===== config.mk =====
export PLATFORM = sky130hd
export DESIGN_NAME = lsu_ctrl
export DESIGN_NICKNAME = d
export VERILOG_FILES = /design/src/rtl/lsu_ctrl_pkg.sv /design/src/rtl/lsu_outs_fifo.sv /design/src/rtl/lsu_ctrl.sv
export SDC_FILE = /design/constraint.sdc
export NUM_CORES = 1
export LEC_CHECK = 0
export ABC_CLOCK_PERIOD_IN_PS = 3470
export CAP_MARGIN = 20
export CORE_ASPECT_RATIO = 1.2
export CORE_MARGIN = 2
export CORE_UTILIZATION = 32
export DETAILED_ROUTE_END_ITERATION = 6
export HOLD_SLACK_MARGIN = 0.1
export PLACE_DENSITY = 0.82
export SKIP_CTS_REPAIR_TIMING = 1
export SYNTH_ARGS = -nofsm -noshare
export SYNTH_HDL_FRONTEND = slang
export SYNTH_HIERARCHICAL = 1
export SYNTH_SLANG_ARGS = --single-unit

===== constraint.sdc =====
create_clock -name clk -period 3.47 [get_ports clk]
set_clock_uncertainty 0.15 [all_clocks]
set_input_delay 1.041 -clock clk [delete_from_list [all_inputs] [get_ports clk]]
set_output_delay 1.041 -clock clk [all_outputs]
set_load 0.05 [all_outputs]

===== src/rtl/lsu_ctrl_pkg.sv =====
`default_nettype none
// ============================================================================
//  Module   : lsu_ctrl_pkg
//  Brief    : Shared widths, access-size encodings and outstanding-entry layout
//             for the load/store control stage.
//  Revision : 1.0 - initial release
// ============================================================================
package lsu_ctrl_pkg;

    localparam int c_XLEN            = 32;
    localparam int c_DTCM_ADDR_WIDTH = 16;
    localparam int c_ITAG_WIDTH      = 2;

    typedef enum logic [1:0] {
        LSU_SIZE_B = 2'b00,
        LSU_SIZE_H = 2'b01,
        LSU_SIZE_W = 2'b10
    } lsu_size_e;

    // Entry layout, LSB first: byte offset[1:0], usign[2], size[4:3], read[5], itag[6+].
    localparam int c_ENT_OFF_LSB   = 0;
    localparam int c_ENT_USIGN_BIT = 2;
    localparam int c_ENT_SIZE_LSB  = 3;
    localparam int c_ENT_READ_BIT  = 5;
    localparam int c_ENT_ITAG_LSB  = 6;

    function automatic int lsu_entry_width(input int itag_width);
        return itag_width + c_ENT_ITAG_LSB;
    endfunction

endpackage
`default_nettype wire


===== src/rtl/lsu_outs_fifo.sv =====
`default_nettype none
// ============================================================================
//  Module   : lsu_outs_fifo
//  Brief    : Synchronous FIFO tracking outstanding DTCM requests in issue order.
//  Revision : 1.0 - initial release
// ============================================================================
module lsu_outs_fifo #(
    parameter int DEPTH = 2,
    parameter int WIDTH = 8
) (
    input  logic             clk,
    input  logic             rst_n,
    input  logic             i_push,
    input  logic [WIDTH-1:0] i_push_data,
    input  logic             i_pop,
    output logic [WIDTH-1:0] o_pop_data,
    output logic             o_full,
    output logic             o_empty
);

    localparam int c_PTR_W = (DEPTH > 1) ? $clog2(DEPTH) : 1;
    localparam int c_CNT_W = $clog2(DEPTH + 1);

    logic [WIDTH-1:0]   r_mem [DEPTH];
    logic [c_PTR_W-1:0] r_wr_ptr;
    logic [c_PTR_W-1:0] r_rd_ptr;
    logic [c_CNT_W-1:0] r_count;
    logic               w_do_push;
    logic               w_do_pop;

    function automatic logic [c_PTR_W-1:0] next_ptr(input logic [c_PTR_W-1:0] ptr);
        return (ptr == c_PTR_W'(DEPTH - 1)) ? '0 : ptr + c_PTR_W'(1);
    endfunction

    assign o_full     = (r_count == c_CNT_W'(DEPTH));
    assign o_empty    = (r_count == '0);
    // No bypass: a full FIFO refuses a push even when a pop frees a slot this cycle.
    assign w_do_push  = i_push & ~o_full;
    assign w_do_pop   = i_pop & ~o_empty;
    assign o_pop_data = r_mem[r_rd_ptr];

    always_ff @(posedge clk) begin
        if (!rst_n) begin
            r_wr_ptr <= '0;
            r_rd_ptr <= '0;
            r_count  <= '0;
        end else begin
            if (w_do_push) r_wr_ptr <= next_ptr(r_wr_ptr);
            if (w_do_pop)  r_rd_ptr <= next_ptr(r_rd_ptr);
            case ({w_do_push, w_do_pop})
                2'b10:   r_count <= r_count + c_CNT_W'(1);
                2'b01:   r_count <= r_count - c_CNT_W'(1);
                default: r_count <= r_count;
            endcase
        end
    end

    always_ff @(posedge clk) begin
        if (w_do_push) r_mem[r_wr_ptr] <= i_push_data;
    end

endmodule
`default_nettype wire


===== src/rtl/lsu_ctrl.sv =====
`default_nettype none
// ============================================================================
//  Module   : lsu_ctrl
//  Brief    : Load/store control stage: issues AGU commands to the DTCM, pairs
//             in-order responses, aligns/extends load data, signals completion.
//  Revision : 1.0 - initial release
// ============================================================================
module lsu_ctrl
    import lsu_ctrl_pkg::*;
#(
    parameter int XLEN            = c_XLEN,
    parameter int DTCM_ADDR_WIDTH = c_DTCM_ADDR_WIDTH,
    parameter int ITAG_WIDTH      = c_ITAG_WIDTH,
    parameter int OUTS_DEPTH      = 2
) (
    input  logic                       clk,
    input  logic                       rst_n,
    input  logic                       agu_cmd_valid,
    output logic                       agu_cmd_ready,
    input  logic [DTCM_ADDR_WIDTH-1:0] agu_cmd_addr,
    input  logic                       agu_cmd_read,
    input  logic [XLEN-1:0]            agu_cmd_wdata,
    input  logic [XLEN/8-1:0]          agu_cmd_wmask,
    input  logic [ITAG_WIDTH-1:0]      agu_cmd_itag,
    input  logic [1:0]                 agu_cmd_size,
    input  logic                       agu_cmd_usign,
    output logic                       agu_rsp_valid,
    input  logic                       agu_rsp_ready,
    output logic                       dtcm_cmd_valid,
    input  logic                       dtcm_cmd_ready,
    output logic [DTCM_ADDR_WIDTH-1:0] dtcm_cmd_addr,
    output logic                       dtcm_cmd_read,
    output logic [XLEN-1:0]            dtcm_cmd_wdata,
    output logic [XLEN/8-1:0]          dtcm_cmd_wmask,
    input  logic                       dtcm_rsp_valid,
    output logic                       dtcm_rsp_ready,
    input  logic [XLEN-1:0]            dtcm_rsp_rdata,
    input  logic                       dtcm_rsp_err,
    output logic                       lsu_o_valid,
    input  logic                       lsu_o_ready,
    output logic [XLEN-1:0]            lsu_o_wbck_wdat,
    output logic [ITAG_WIDTH-1:0]      lsu_o_wbck_itag,
    output logic                       lsu_o_wbck_err
);

    localparam int c_ENTRY_W = lsu_entry_width(ITAG_WIDTH);

    logic                  w_full;
    logic                  w_empty;
    logic                  w_push;
    logic                  w_pop;
    logic [c_ENTRY_W-1:0]  w_push_entry;
    logic [c_ENTRY_W-1:0]  w_head_entry;
    logic [ITAG_WIDTH-1:0] w_head_itag;
    logic                  w_head_read;
    lsu_size_e             w_head_size;
    logic                  w_head_usign;
    logic [1:0]            w_head_off;
    logic                  w_head_is_load;
    logic [XLEN-1:0]       w_shifted;
    logic [XLEN-1:0]       w_load_data;

    // ---------------- issue path ----------------
    assign dtcm_cmd_valid = agu_cmd_valid & ~w_full;
    assign agu_cmd_ready  = dtcm_cmd_ready & ~w_full;
    assign dtcm_cmd_addr  = agu_cmd_addr;
    assign dtcm_cmd_read  = agu_cmd_read;
    assign dtcm_cmd_wdata = agu_cmd_wdata;
    assign dtcm_cmd_wmask = agu_cmd_read ? '0 : agu_cmd_wmask;
    assign w_push         = agu_cmd_valid & agu_cmd_ready;
    assign w_push_entry   = {agu_cmd_itag, agu_cmd_read, agu_cmd_size, agu_cmd_usign, agu_cmd_addr[1:0]};

    lsu_outs_fifo #(
        .DEPTH (OUTS_DEPTH),
        .WIDTH (c_ENTRY_W)
    ) u_outs_fifo (
        .clk         (clk),
        .rst_n       (rst_n),
        .i_push      (w_push),
        .i_push_data (w_push_entry),
        .i_pop       (w_pop),
        .o_pop_data  (w_head_entry),
        .o_full      (w_full),
        .o_empty     (w_empty)
    );

    // ---------------- response pairing ----------------
    assign w_head_off     = w_head_entry[c_ENT_OFF_LSB +: 2];
    assign w_head_usign   = w_head_entry[c_ENT_USIGN_BIT];
    assign w_head_size    = lsu_size_e'(w_head_entry[c_ENT_SIZE_LSB +: 2]);
    assign w_head_read    = w_head_entry[c_ENT_READ_BIT];
    assign w_head_itag    = w_head_entry[c_ENT_ITAG_LSB +: ITAG_WIDTH];
    assign w_head_is_load = ~w_empty & w_head_read;

    // With nothing outstanding, stale responses are accepted and dropped.
    always_comb begin
        dtcm_rsp_ready = 1'b1;
        if (!w_empty) begin
            dtcm_rsp_ready = w_head_read ? (lsu_o_ready & agu_rsp_ready) : agu_rsp_ready;
        end
    end

    assign w_pop         = dtcm_rsp_valid & dtcm_rsp_ready & ~w_empty;
    assign lsu_o_valid   = dtcm_rsp_valid & w_head_is_load;
    assign agu_rsp_valid = dtcm_rsp_valid & ~w_empty & (~w_head_read | lsu_o_ready);

    // ---------------- load align / extend ----------------
    assign w_shifted = dtcm_rsp_rdata >> {w_head_off, 3'b000};

    always_comb begin
        w_load_data = dtcm_rsp_rdata;
        case (w_head_size)
            LSU_SIZE_B: w_load_data = {{(XLEN-8){~w_head_usign & w_shifted[7]}}, w_shifted[7:0]};
            LSU_SIZE_H: w_load_data = {{(XLEN-16){~w_head_usign & w_shifted[15]}}, w_shifted[15:0]};
            default:    w_load_data = dtcm_rsp_rdata;
        endcase
    end

    assign lsu_o_wbck_wdat = lsu_o_valid ? w_load_data  : '0;
    assign lsu_o_wbck_itag = lsu_o_valid ? w_head_itag  : '0;
    assign lsu_o_wbck_err  = lsu_o_valid ? dtcm_rsp_err : 1'b0;

    // The AGU only ever presents naturally aligned accesses.
    always @(posedge clk) begin
        if (rst_n && w_push) begin
            assert (!((agu_cmd_size == LSU_SIZE_H && agu_cmd_addr[0]) ||
                      (agu_cmd_size == LSU_SIZE_W && agu_cmd_addr[1:0] != 2'b00)));
        end
    end

endmodule
`default_nettype wire


==> metrics.cfg, run 1 <==
[detailed_routing]
drc=0
via_per_inst=5.45
drt-initial-drc-count=60
via_count=2129
first_pass_iters=4
wirelength_um=7560
drt-wirelength-per-cell_um=19.3
ant_nets=0

[yosys]
ys_ff_latch=21
synth_edf_count=16
post_synth_num_cell_types=42
synth.cell_area_um2=2190
syn-num-nets=335
synthFlopType=edfxtp_1
avgSynthCellArea_um2=9.29
ys_warn_count=6
ys_seq_area_frac=0.265
async_flop_share=0
synthCells=236

[floorplan]
io_pins=191
start_util=0.326
dieWidth_um=79.6
num_rows=33
die_area_um2=7530
core_area_um2=6730
die_h_um=94.7

[timing]
post-route-min-period_ns=3.52
maxSlewHeadroom=0.732
setup_viol=16
clock.fmax_ghz=0.284
max_slew.worst_pin.slew_ns=0.401
hold_viol=0
rsz0062_at_grt=yes
worst_slack_ns=-0.0489
drv_slew=0
fin_crit_sh=1.01

[power_and_ir_drop]
vdd_drop_max_mv=0.262
power_w=0.000880
p_leak_nw=1.68
p_per_area_nw_per_um2=217

[final_layout]
drive_gt1_frac=0.507
final_nets=404
areaGrowthSynthToFinish_pct=84.9
final_common_cell=buf_12
final_cell_area_um2=4060
layout_common_cells=buf_12, clkdlybuf4s50_1, buf_4, dlymetal6s2s_1
fillers=501
multi_input_area_um2=1460
layout.area.seq_um2=582
diodes=0

[setup_path]
path_delay_family=buffers and inverters
crit_path_top_delay_cell=o311ai_4
required_ns=2.28
rr_startpoint=u_outs_fifo/r_count[0]
arrival_ns=2.33
slowest_delay_ns=0.43
r2r_end=u_outs_fifo/r_mem[0][1]
startpoint_type=input pin
r2r_setup_slack_ns=1.15
critPathMaxFanout=6
endpoint=lsu_o_wbck_wdat[24]
cp_num_buf_inv=3
crit_start=dtcm_rsp_rdata[23]
worstPathCellList=buf_8 > mux2_4 > o311ai_4 > buf_6 > o21ai_4 > buf_12
worstSetupEndpointType=output port
critPathKind=input pin to output port
rr_worst_depth=7
critical_path_depth=6

[grt]
grt_pass1_vias=2176
grt_pass1_wl_um=10600
grt_max_degree=24
grtUsageTotal=0.179
overflow=0
antenna_found_initial=0

[cts]
htreeDepth=1
clock_latency_ns=0.25
cts_root_buf=clkbuf_8
clkSlewWorstSetupHoldPaths_ns=0.07
cts_tree=built
clock_path_buffers=2
cts_made_buffers=3
cts_sinks=21

[run_status]
status=finished, violations left
violations=setup timing

[placed_design]
gp_congestion=0.886
dpl_cell_area_um2=3490
dpl.hpwl_um=5410
place.port_buffers=98

[worst_hold_path]
min_path_type=register to register

[job]
drv_cap=0

worst min path at each step:
stage | from | endpoint | slack [ns] | cells after the start
floorplan | u_outs_fifo/r_wr_ptr | u_outs_fifo/r_wr_ptr | 0.31 | 2
finish | u_outs_fifo/r_wr_ptr | u_outs_fifo/r_wr_ptr | 0.35 | 2
detailed placement | u_outs_fifo/r_wr_ptr | u_outs_fifo/r_wr_ptr | 0.33 | 2
global placement | u_outs_fifo/r_wr_ptr | u_outs_fifo/r_wr_ptr | 0.31 | 2
global route | u_outs_fifo/r_wr_ptr | u_outs_fifo/r_wr_ptr | 0.39 | 2
CTS | u_outs_fifo/r_wr_ptr | u_outs_fifo/r_wr_ptr | 0.34 | 2
report_power, final:
group          internal, W  switching (W)  total (W)
Combinational     0.000218       0.000221   0.000439
Sequential        0.000281     0.00000508   0.000286
Clock            0.0000817      0.0000736   0.000155
Total             0.000581       0.000299   0.000880
cell families after synthesis:
kind of cell | share of synthesized area
AO/OA/AOI/OAI | 0.225
flip-flops | 0.265
AND/OR/NAND/NOR | 0.144
adder cells (fa/ha/maj) | 0.00570
XOR/XNOR | 0.0120
buffers and inverters | 0.235
multiplexers | 0.113
state kept, by name (all words and copies together), names as in the netlist, named ones only:
signal,cells
u_outs_fifo/r_count,2
u_outs_fifo/r_rd_ptr,1
u_outs_fifo/r_mem,16
u_outs_fifo/r_wr_ptr,1
per-stage QoR:
step | hold slack [ns] | TNS, ns | cells | utilization | setup WS (ns)
CTS | 0.336 | -15.10 | 381 | 0.525 | -0.581
finish | 0.347 | -0.479 | 391 | 0.603 | -0.0489
floorplan | 0.307 | -4.24 | 236 | - | -0.247
detailed placement | 0.325 | -14.93 | 377 | 0.518 | -0.582
global route | 0.390 | -0.728 | 391 | 0.603 | -0.0599
global placement | 0.315 | -13.98 | 377 | 0.518 | -0.547
metal layers:
layer,GRT usage,share of wire,wire (µm),vias up
li1,-,-,-,954
met1,0.177,0.35,2610,1026
met2,0.341,0.54,4050,121
met3,0.0449,0.087,655,28
met4,0.0891,0.031,236,0
met5,0,0,0,-
layout make-up:
class | instances | area share
Multi-Input combinational cell | 141 | 0.361
Clock buffer | 4 | 0.0111
Inverter | 8 | 0.00895
Sequential cell | 21 | 0.143
Tap cell | 87 | 0.0268
Timing Repair Buffer | 130 | 0.449
worst min-delay path: stages, from the launching register on:
cell	delay, ns
dfxtp_1	0.32
o21ai_0	0.07
a21boi_1	0.06
synthesized netlist by cell type (all sizes together), types with 5 or more instances:
| master | n | area (µm²) |
|---|---|---|
| buf | 62 | 470 |
| o21ai | 20 | 100 |
| mux2 | 18 | 225 |
| edfxtp | 16 | 480 |
| nand3 | 16 | 80.1 |
| nor2b | 11 | 68.8 |
| a21oi | 10 | 50.1 |
| inv | 8 | 30.0 |
| o31ai | 8 | 60.1 |
| a221oi | 7 | 61.3 |
| o221a | 7 | 78.8 |
| o22a | 7 | 61.3 |
| and2 | 5 | 31.3 |
| dfxtp | 5 | 100 |
No activity file was read; power rests on OpenSTA's default activity.
==> inputs of run 2 (changes only) <==
--- a/config.mk
+++ b/config.mk
@@ -5,14 +5,15 @@
 export SDC_FILE = /design/constraint.sdc
 export NUM_CORES = 1
 export LEC_CHECK = 0
-export ABC_CLOCK_PERIOD_IN_PS = 3470
+export ABC_CLOCK_PERIOD_IN_PS = 3100
 export CAP_MARGIN = 20
 export CORE_ASPECT_RATIO = 1.2
 export CORE_MARGIN = 2
-export CORE_UTILIZATION = 32
+export CORE_UTILIZATION = 29
 export DETAILED_ROUTE_END_ITERATION = 6
 export HOLD_SLACK_MARGIN = 0.1
-export PLACE_DENSITY = 0.82
+export MAX_ROUTING_LAYER = met4
+export PLACE_DENSITY = 0.78
 export SKIP_CTS_REPAIR_TIMING = 1
 export SYNTH_ARGS = -nofsm -noshare
 export SYNTH_HDL_FRONTEND = slang
==> constraint.sdc (replaced) <==
create_clock -name clk -period 3.1 [get_ports clk]
set_clock_uncertainty 0.15 [all_clocks]
set_input_delay 0.93 -clock clk [delete_from_list [all_inputs] [get_ports clk]]
set_output_delay 0.93 -clock clk [all_outputs]
set_load 0.05 [all_outputs]
==> metrics.cfg, run 2 (synthesis results as in run 1) <==
[job]
drv_cap=0  ; unchanged

[timing]
maxSlewHeadroom=0.660  ; -0.0724
drv_slew=0  ; unchanged
fin_crit_sh=1.05
hold_viol=0  ; unchanged
rsz0062_at_grt=yes
max_slew.worst_pin.slew_ns=0.510  ; +0.110 ns
fin_hold_ws_ns=0.372  ; +0.0251 ns
worst_slack_ns=-0.150  ; -0.101 ns
post-route-min-period_ns=3.25
setup_viol=31  ; +15
clock.fmax_ghz=0.308

[run_status]
status=finished, violations left
violations=setup timing

[final_layout]
diodes=0  ; unchanged
largest_reg_flops=16  ; unchanged
layout_common_cells=buf_4, buf_12, clkdlybuf4s50_1, buf_6
reg_top3=u_outs_fifo/r_mem: 16 flops, u_outs_fifo/r_count: 2 flops
regMostFlops=u_outs_fifo/r_mem
final_nets=430  ; +6.4%
areaGrowthSynthToFinish_pct=93.1
final_common_cell=buf_4
fillers=600  ; +20%
drive_gt1_frac=0.573  ; +0.0661
instances_no_fill=420  ; +7.4%

[detailed_routing]
via_count=2201  ; +3.4%
highest-signal-layer=met4
drt-wirelength-per-cell_um=17.4  ; -10%
via_per_inst=5.24  ; -3.8%
dr_wl_met3_um=612  ; -6.6%
drt-initial-drc-count=100  ; +67%
ant_nets=0  ; unchanged
drc=0  ; unchanged
m1WireLength_um=2630  ; +0.54%
wirelength_um=7300  ; -3.4%
first_pass_iters=4  ; unchanged
route.met2.wl_um=3850  ; -5.1%

[placed_design]
pre_cts_slack_ns=-0.500  ; +0.0817 ns
dp_cells=401  ; +6.4%
gp_congestion=0.880  ; -0.67%
dpl.hpwl_um=5500  ; +1.7%
place.port_buffers=98  ; unchanged

[cts]
cts_made_buffers=3  ; unchanged
cts_sinks=21  ; unchanged
htreeDepth=1  ; unchanged
clock_latency_ns=0.26  ; about the same
cts_tree=built
clock_path_buffers=2  ; unchanged
cts_root_buf=clkbuf_8
clkSlewWorstSetupHoldPaths_ns=0.07  ; about the same

[power_and_ir_drop]
p_per_area_nw_per_um2=240  ; +10%
p_leak_nw=1.82  ; +8.1%
vdd_drop_max_mv=0.222  ; -15%

[setup_path]
rr_worst_depth=10  ; +3
r2r_setup_slack_ns=0.73  ; -0.42 ns
r2r_end=u_outs_fifo/r_count[1]
startpoint_type=input pin
crit_path_top_delay_cell=a211oi_4
slowest_delay_ns=0.36  ; -0.07 ns
critPathKind=input pin to output port
critPathMaxFanout=8  ; +2
worstPathCellList=clkbuf_2 > mux2_4 > a211oi_4 > clkbuf_16 > o21ai_4 > buf_6
arrival_ns=2.17  ; -0.16 ns
worstSetupEndpointType=output port
required_ns=2.02  ; -0.26 ns

[floorplan]
core_area_um2=7270  ; +8.1%
start_util=0.302  ; -0.0244
die_h_um=99.3  ; +4.8%
die_area_um2=8280  ; +9.9%
num_rows=34  ; +3.0%
io_pins=191  ; unchanged
dieWidth_um=83.4  ; +4.8%

[grt]
grt_max_degree=27  ; +13%
overflow=0  ; unchanged
grt_pass1_wl_um=10700  ; +1.4%
grt_pass1_vias=2261  ; +3.9%
grtUsageTotal=0.164  ; -0.0148
antenna_found_initial=0  ; unchanged

[worst_hold_path]
min_to=u_outs_fifo/r_wr_ptr
min_path_type=register to register
hp-start=u_outs_fifo/r_wr_ptr
holdPathStages=2  ; unchanged

run 2: changes by cell type in the layout (fill, tap and decap cells not counted), sizes merged:
cell,before,now
clkbuf,6,10
buf,79,103
dlymetal6s2s,17,14
clkinvlp,1,0
inv,7,8
clkinv,0,1
run 2: worst max-delay path, delay by kind of cell:
kind,cells,cell delay [ns]
buffers and inverters,3,0.51
AO/OA/AOI/OAI,2,0.42
multiplexers,1,0.29
run 2: cell type report:
class                      count  area (µm²)  area share
sequential                    21         582       0.137
inverter                       8        37.5     0.00886
clock buffer                   3        41.3     0.00975
multi-input combinational    141        1560       0.368
tap                           90         113      0.0266
timing repair buffer         156        1900       0.448
clock inverter                 1        5.00     0.00118
run 2: metrics by stage:
stage	cell area (µm²)	setup TNS, ns	utilization	total power (W)
after floorplan	2560	-1.70	-	0.000738
after global placement	3790	-15.07	0.520	0.000788
after detailed placement	3790	-15.59	0.520	0.000797
after CTS	3830	-15.64	0.527	0.000974
after global routing	4240	-5.04	0.582	0.00105
final	4240	-3.14	0.582	0.00101
run 2: power breakdown:
| group | internal [W] | total (W) | switching (W) | leakage [nW] |
|---|---|---|---|---|
| sequential | 0.000315 | 0.000321 | 0.00000584 | 0.188 |
| combinational | 0.000264 | 0.000517 | 0.000253 | 1.61 |
| clock | 0.0000896 | 0.000177 | 0.0000873 | 0.0255 |
run 2: routing by layer:
metal / vias to the layer above / global-route usage
met4: 0 / 0.0706
li1: 1009 / -
met5: - / -
met3: 25 / 0.0432
met1: 1042 / 0.171
met2: 125 / 0.292
run 2: worst max path at each step:
stage / startpoint / endpoint / slack (ns) / cells past startpoint
after detailed placement: dtcm_rsp_valid / lsu_o_wbck_wdat[29] / -0.50 / 8
final: dtcm_rsp_rdata[15] / lsu_o_wbck_wdat[23] / -0.15 / 6
after floorplan: dtcm_rsp_valid / lsu_o_wbck_wdat[21] / -0.09 / 7
after global routing: u_outs_fifo/r_mem[1][1] / lsu_o_wbck_wdat[23] / -0.22 / 6
after global placement: dtcm_rsp_valid / lsu_o_wbck_wdat[21] / -0.47 / 8
after CTS: dtcm_rsp_valid / lsu_o_wbck_wdat[29] / -0.50 / 8
==> inputs of run 3 (changes only) <==
--- a/config.mk
+++ b/config.mk
@@ -12,10 +12,8 @@
 export CORE_UTILIZATION = 29
 export DETAILED_ROUTE_END_ITERATION = 6
 export HOLD_SLACK_MARGIN = 0.1
-export MAX_ROUTING_LAYER = met4
 export PLACE_DENSITY = 0.78
 export SKIP_CTS_REPAIR_TIMING = 1
 export SYNTH_ARGS = -nofsm -noshare
 export SYNTH_HDL_FRONTEND = slang
-export SYNTH_HIERARCHICAL = 1
 export SYNTH_SLANG_ARGS = --single-unit
==> metrics.cfg, run 3 <==
[power_and_ir_drop]
p_per_area_nw_per_um2=275  ; +15%
vdd_drop_max_mv=0.300  ; +35%
p_leak_nw=1.68  ; -7.8%

[detailed_routing]
drt-initial-drc-count=105  ; +5.0%
route.met2.wl_um=3820  ; -0.70%
highest-signal-layer=met4
drc=0  ; unchanged
ant_nets=0  ; unchanged
m1WireLength_um=2700  ; +2.6%
via_count=2211  ; +0.45%
drt-wirelength-per-cell_um=16.9  ; -2.8%
via_per_inst=5.00  ; -4.5%
dr_wl_met3_um=769  ; +26%
first_pass_iters=5  ; +1
wirelength_um=7470  ; +2.3%

[floorplan]
io_pins=191  ; unchanged
core_area_um2=7230  ; -0.58%
die_h_um=98.6  ; -0.63%
die_area_um2=8170  ; -1.3%
num_rows=34  ; unchanged
start_util=0.299  ; -0.00221
dieWidth_um=82.9  ; -0.63%

[yosys]
ys_seq_area_frac=0.268  ; +0.00352
ys_warn_count=0  ; -6
synthFlopType=edfxtp_1
ys_ff_latch=21  ; unchanged
post_synth_num_cell_types=41  ; -2.4%
synth.area.top_cells=edfxtp_1, buf_4, o21ai_0
synth_edf_count=16  ; unchanged
synth_top_area_share=0.222  ; +0.00291
yosys.cell_count.top_type=buf_4
avgSynthCellArea_um2=7.84  ; -16%
synthCells=276  ; +17%
synth.cell_area_um2=2160  ; -1.3%
async_flop_share=0  ; unchanged
synth_top_area_cell=edfxtp_1
syn-num-nets=375  ; +12%
yosys-top-cells-count=buf_4, nand2_1, o21ai_0

[cts]
clock_latency_ns=0.26  ; about the same
cts_tree=built
cts_made_buffers=3  ; unchanged
cts_root_buf=clkbuf_8
htreeDepth=1  ; unchanged
clock_path_buffers=2  ; unchanged
cts_sinks=21  ; unchanged
clkSlewWorstSetupHoldPaths_ns=0.07  ; about the same

[setup_path]
required_ns=2.02  ; about the same
critPathKind=input pin to output port
startpoint_type=input pin
arrival_ns=2.47  ; +0.30 ns
crit_start=dtcm_rsp_rdata[23]
worstSetupEndpointType=output port
critPathMaxFanout=6  ; -2

[timing]
clock.fmax_ghz=0.282  ; -8.3%
fin_crit_sh=1.14  ; +0.0954
drv_slew=0  ; unchanged
post-route-min-period_ns=3.55  ; +0.296 ns
max_slew.worst_pin.slew_ns=0.344  ; -0.167 ns
hold_viol=0  ; unchanged
maxSlewHeadroom=0.764  ; +0.105
worst_slack_ns=-0.445  ; -0.296 ns
rsz0062_at_grt=yes
setup_viol=25  ; -19%

[grt]
grt_pass1_wl_um=10800  ; +1.0%
grtUsageTotal=0.160  ; -0.00428
overflow=0  ; unchanged
grt_pass1_vias=2261  ; unchanged
grt_max_degree=32  ; +19%
antenna_found_initial=2  ; +2

[run_status]
violations=setup timing
status=finished, violations left

[final_layout]
drive_gt1_frac=0.440  ; -0.133
largest_reg_flops=16  ; unchanged
regMostFlops=u_outs_fifo.r_mem
layout_common_cells=nand2_1, buf_12, dlymetal6s2s_1, buf_4, clkdlybuf4s50_1
final_common_cell=nand2_1
fin_util=0.557  ; -0.0255
final_nets=450  ; +4.7%
areaGrowthSynthToFinish_pct=86.0
instances_no_fill=442  ; +5.2%
reg_top3=u_outs_fifo.r_mem: 16 flops, u_outs_fifo.r_count: 2 flops

[placed_design]
dpl.hpwl_um=5580  ; +1.3%
place.port_buffers=98  ; unchanged
dp_cells=430  ; +7.2%
gp_congestion=0.825  ; -6.2%

[worst_hold_path]
hp-start=u_outs_fifo.r_count[1]
min_path_type=register to register

[job]
drv_cap=0  ; unchanged

run 3: cell count changes after synthesis, moves of 5 or more:
cell | before | now
a221oi_1 | 7 | 0
o22a_1 | 7 | 0
nor2_1 | 4 | 24
nand2_1 | 3 | 37
o21ai_0 | 18 | 30
nor2b_1 | 11 | 6
mux2_2 | 12 | 4
mux2i_1 | 0 | 13
mux2_4 | 6 | 0
o221a_2 | 7 | 0
a21oi_1 | 10 | 18
o2bb2ai_1 | 0 | 7
o31ai_1 | 8 | 0
run 3: cells by family (layout without fill, tap and decap cells):
group,after synthesis,after routing,synth area share
AOI/OAI and AO/OA,69,69,0.202
xor gates and xnor gates,3,3,0.0121
adders and majority gates,1,1,0.00578
buffers and inverters,64,138,0.208
DFF,21,21,0.268
muxes,18,18,0.0913
other,0,2,0
and+or+nand+nor,100,100,0.213
run 3: path summary, 6_finish.rpt:
path	to	slack [ns]	cells after the start
min reg2reg	u_outs_fifo.r_count[1]	0.41	2
max reg2reg	u_outs_fifo.r_count[1]	0.84	7
max	lsu_o_wbck_wdat[20]	-0.45	9
min	u_outs_fifo.r_count[1]	0.41	2
run 3: where the power goes:
group | total, W | leakage, nW | switching [W] | internal, W
Sequential | 0.000330 | 0.188 | 0.0000125 | 0.000317
Combinational | 0.000607 | 1.47 | 0.000326 | 0.000281
Clock | 0.000171 | 0.0228 | 0.0000797 | 0.0000914
Total | 0.00111 | 1.68 | 0.000418 | 0.000689
run 3: routing by layer:
metal | track usage | vias up
li1 | - | 1074
met2 | 0.283 | 97
met1 | 0.169 | 1012
met3 | 0.0670 | 28
met5 | 0 | -
met4 | 0.0618 | 0
run 3: worst max-delay path, cell delays in order:
cell and delay [ns]:
buf_8 0.11, a211oi_2 0.24, a21oi_2 0.06, o211a_1 0.27, a2111oi_4 0.30, buf_4 0.20
buf_12 0.14, nor2_2 0.05, buf_6 0.15
run 3: final cells by class:
type	instances	area, µm²
inverters	3	16.3
well taps	90	113
flip-flops and latches	21	582
multi-input cells	191	1550
repair buffers	131	1710
diodes	2	5.00
fillers	626	3210
clock buffers	4	45.0
run 3: through the flow:
stage | total power [W] | setup WS [ns] | instance area [µm²] | setup TNS, ns | hold WS [ns]
6_report | 0.00111 | -0.445 | 4030 | -9.34 | 0.411
5_1_grt | 0.00115 | -0.495 | 4020 | -10.71 | 0.448
4_1_cts | 0.00105 | -0.818 | 3620 | -22.44 | 0.391
3_5_place_dp | 0.000882 | -0.810 | 3570 | -22.27 | 0.383
3_3_place_gp | 0.000872 | -0.766 | 3570 | -20.49 | 0.357
2_1_floorplan | 0.000791 | -0.272 | 2450 | -5.44 | 0.334
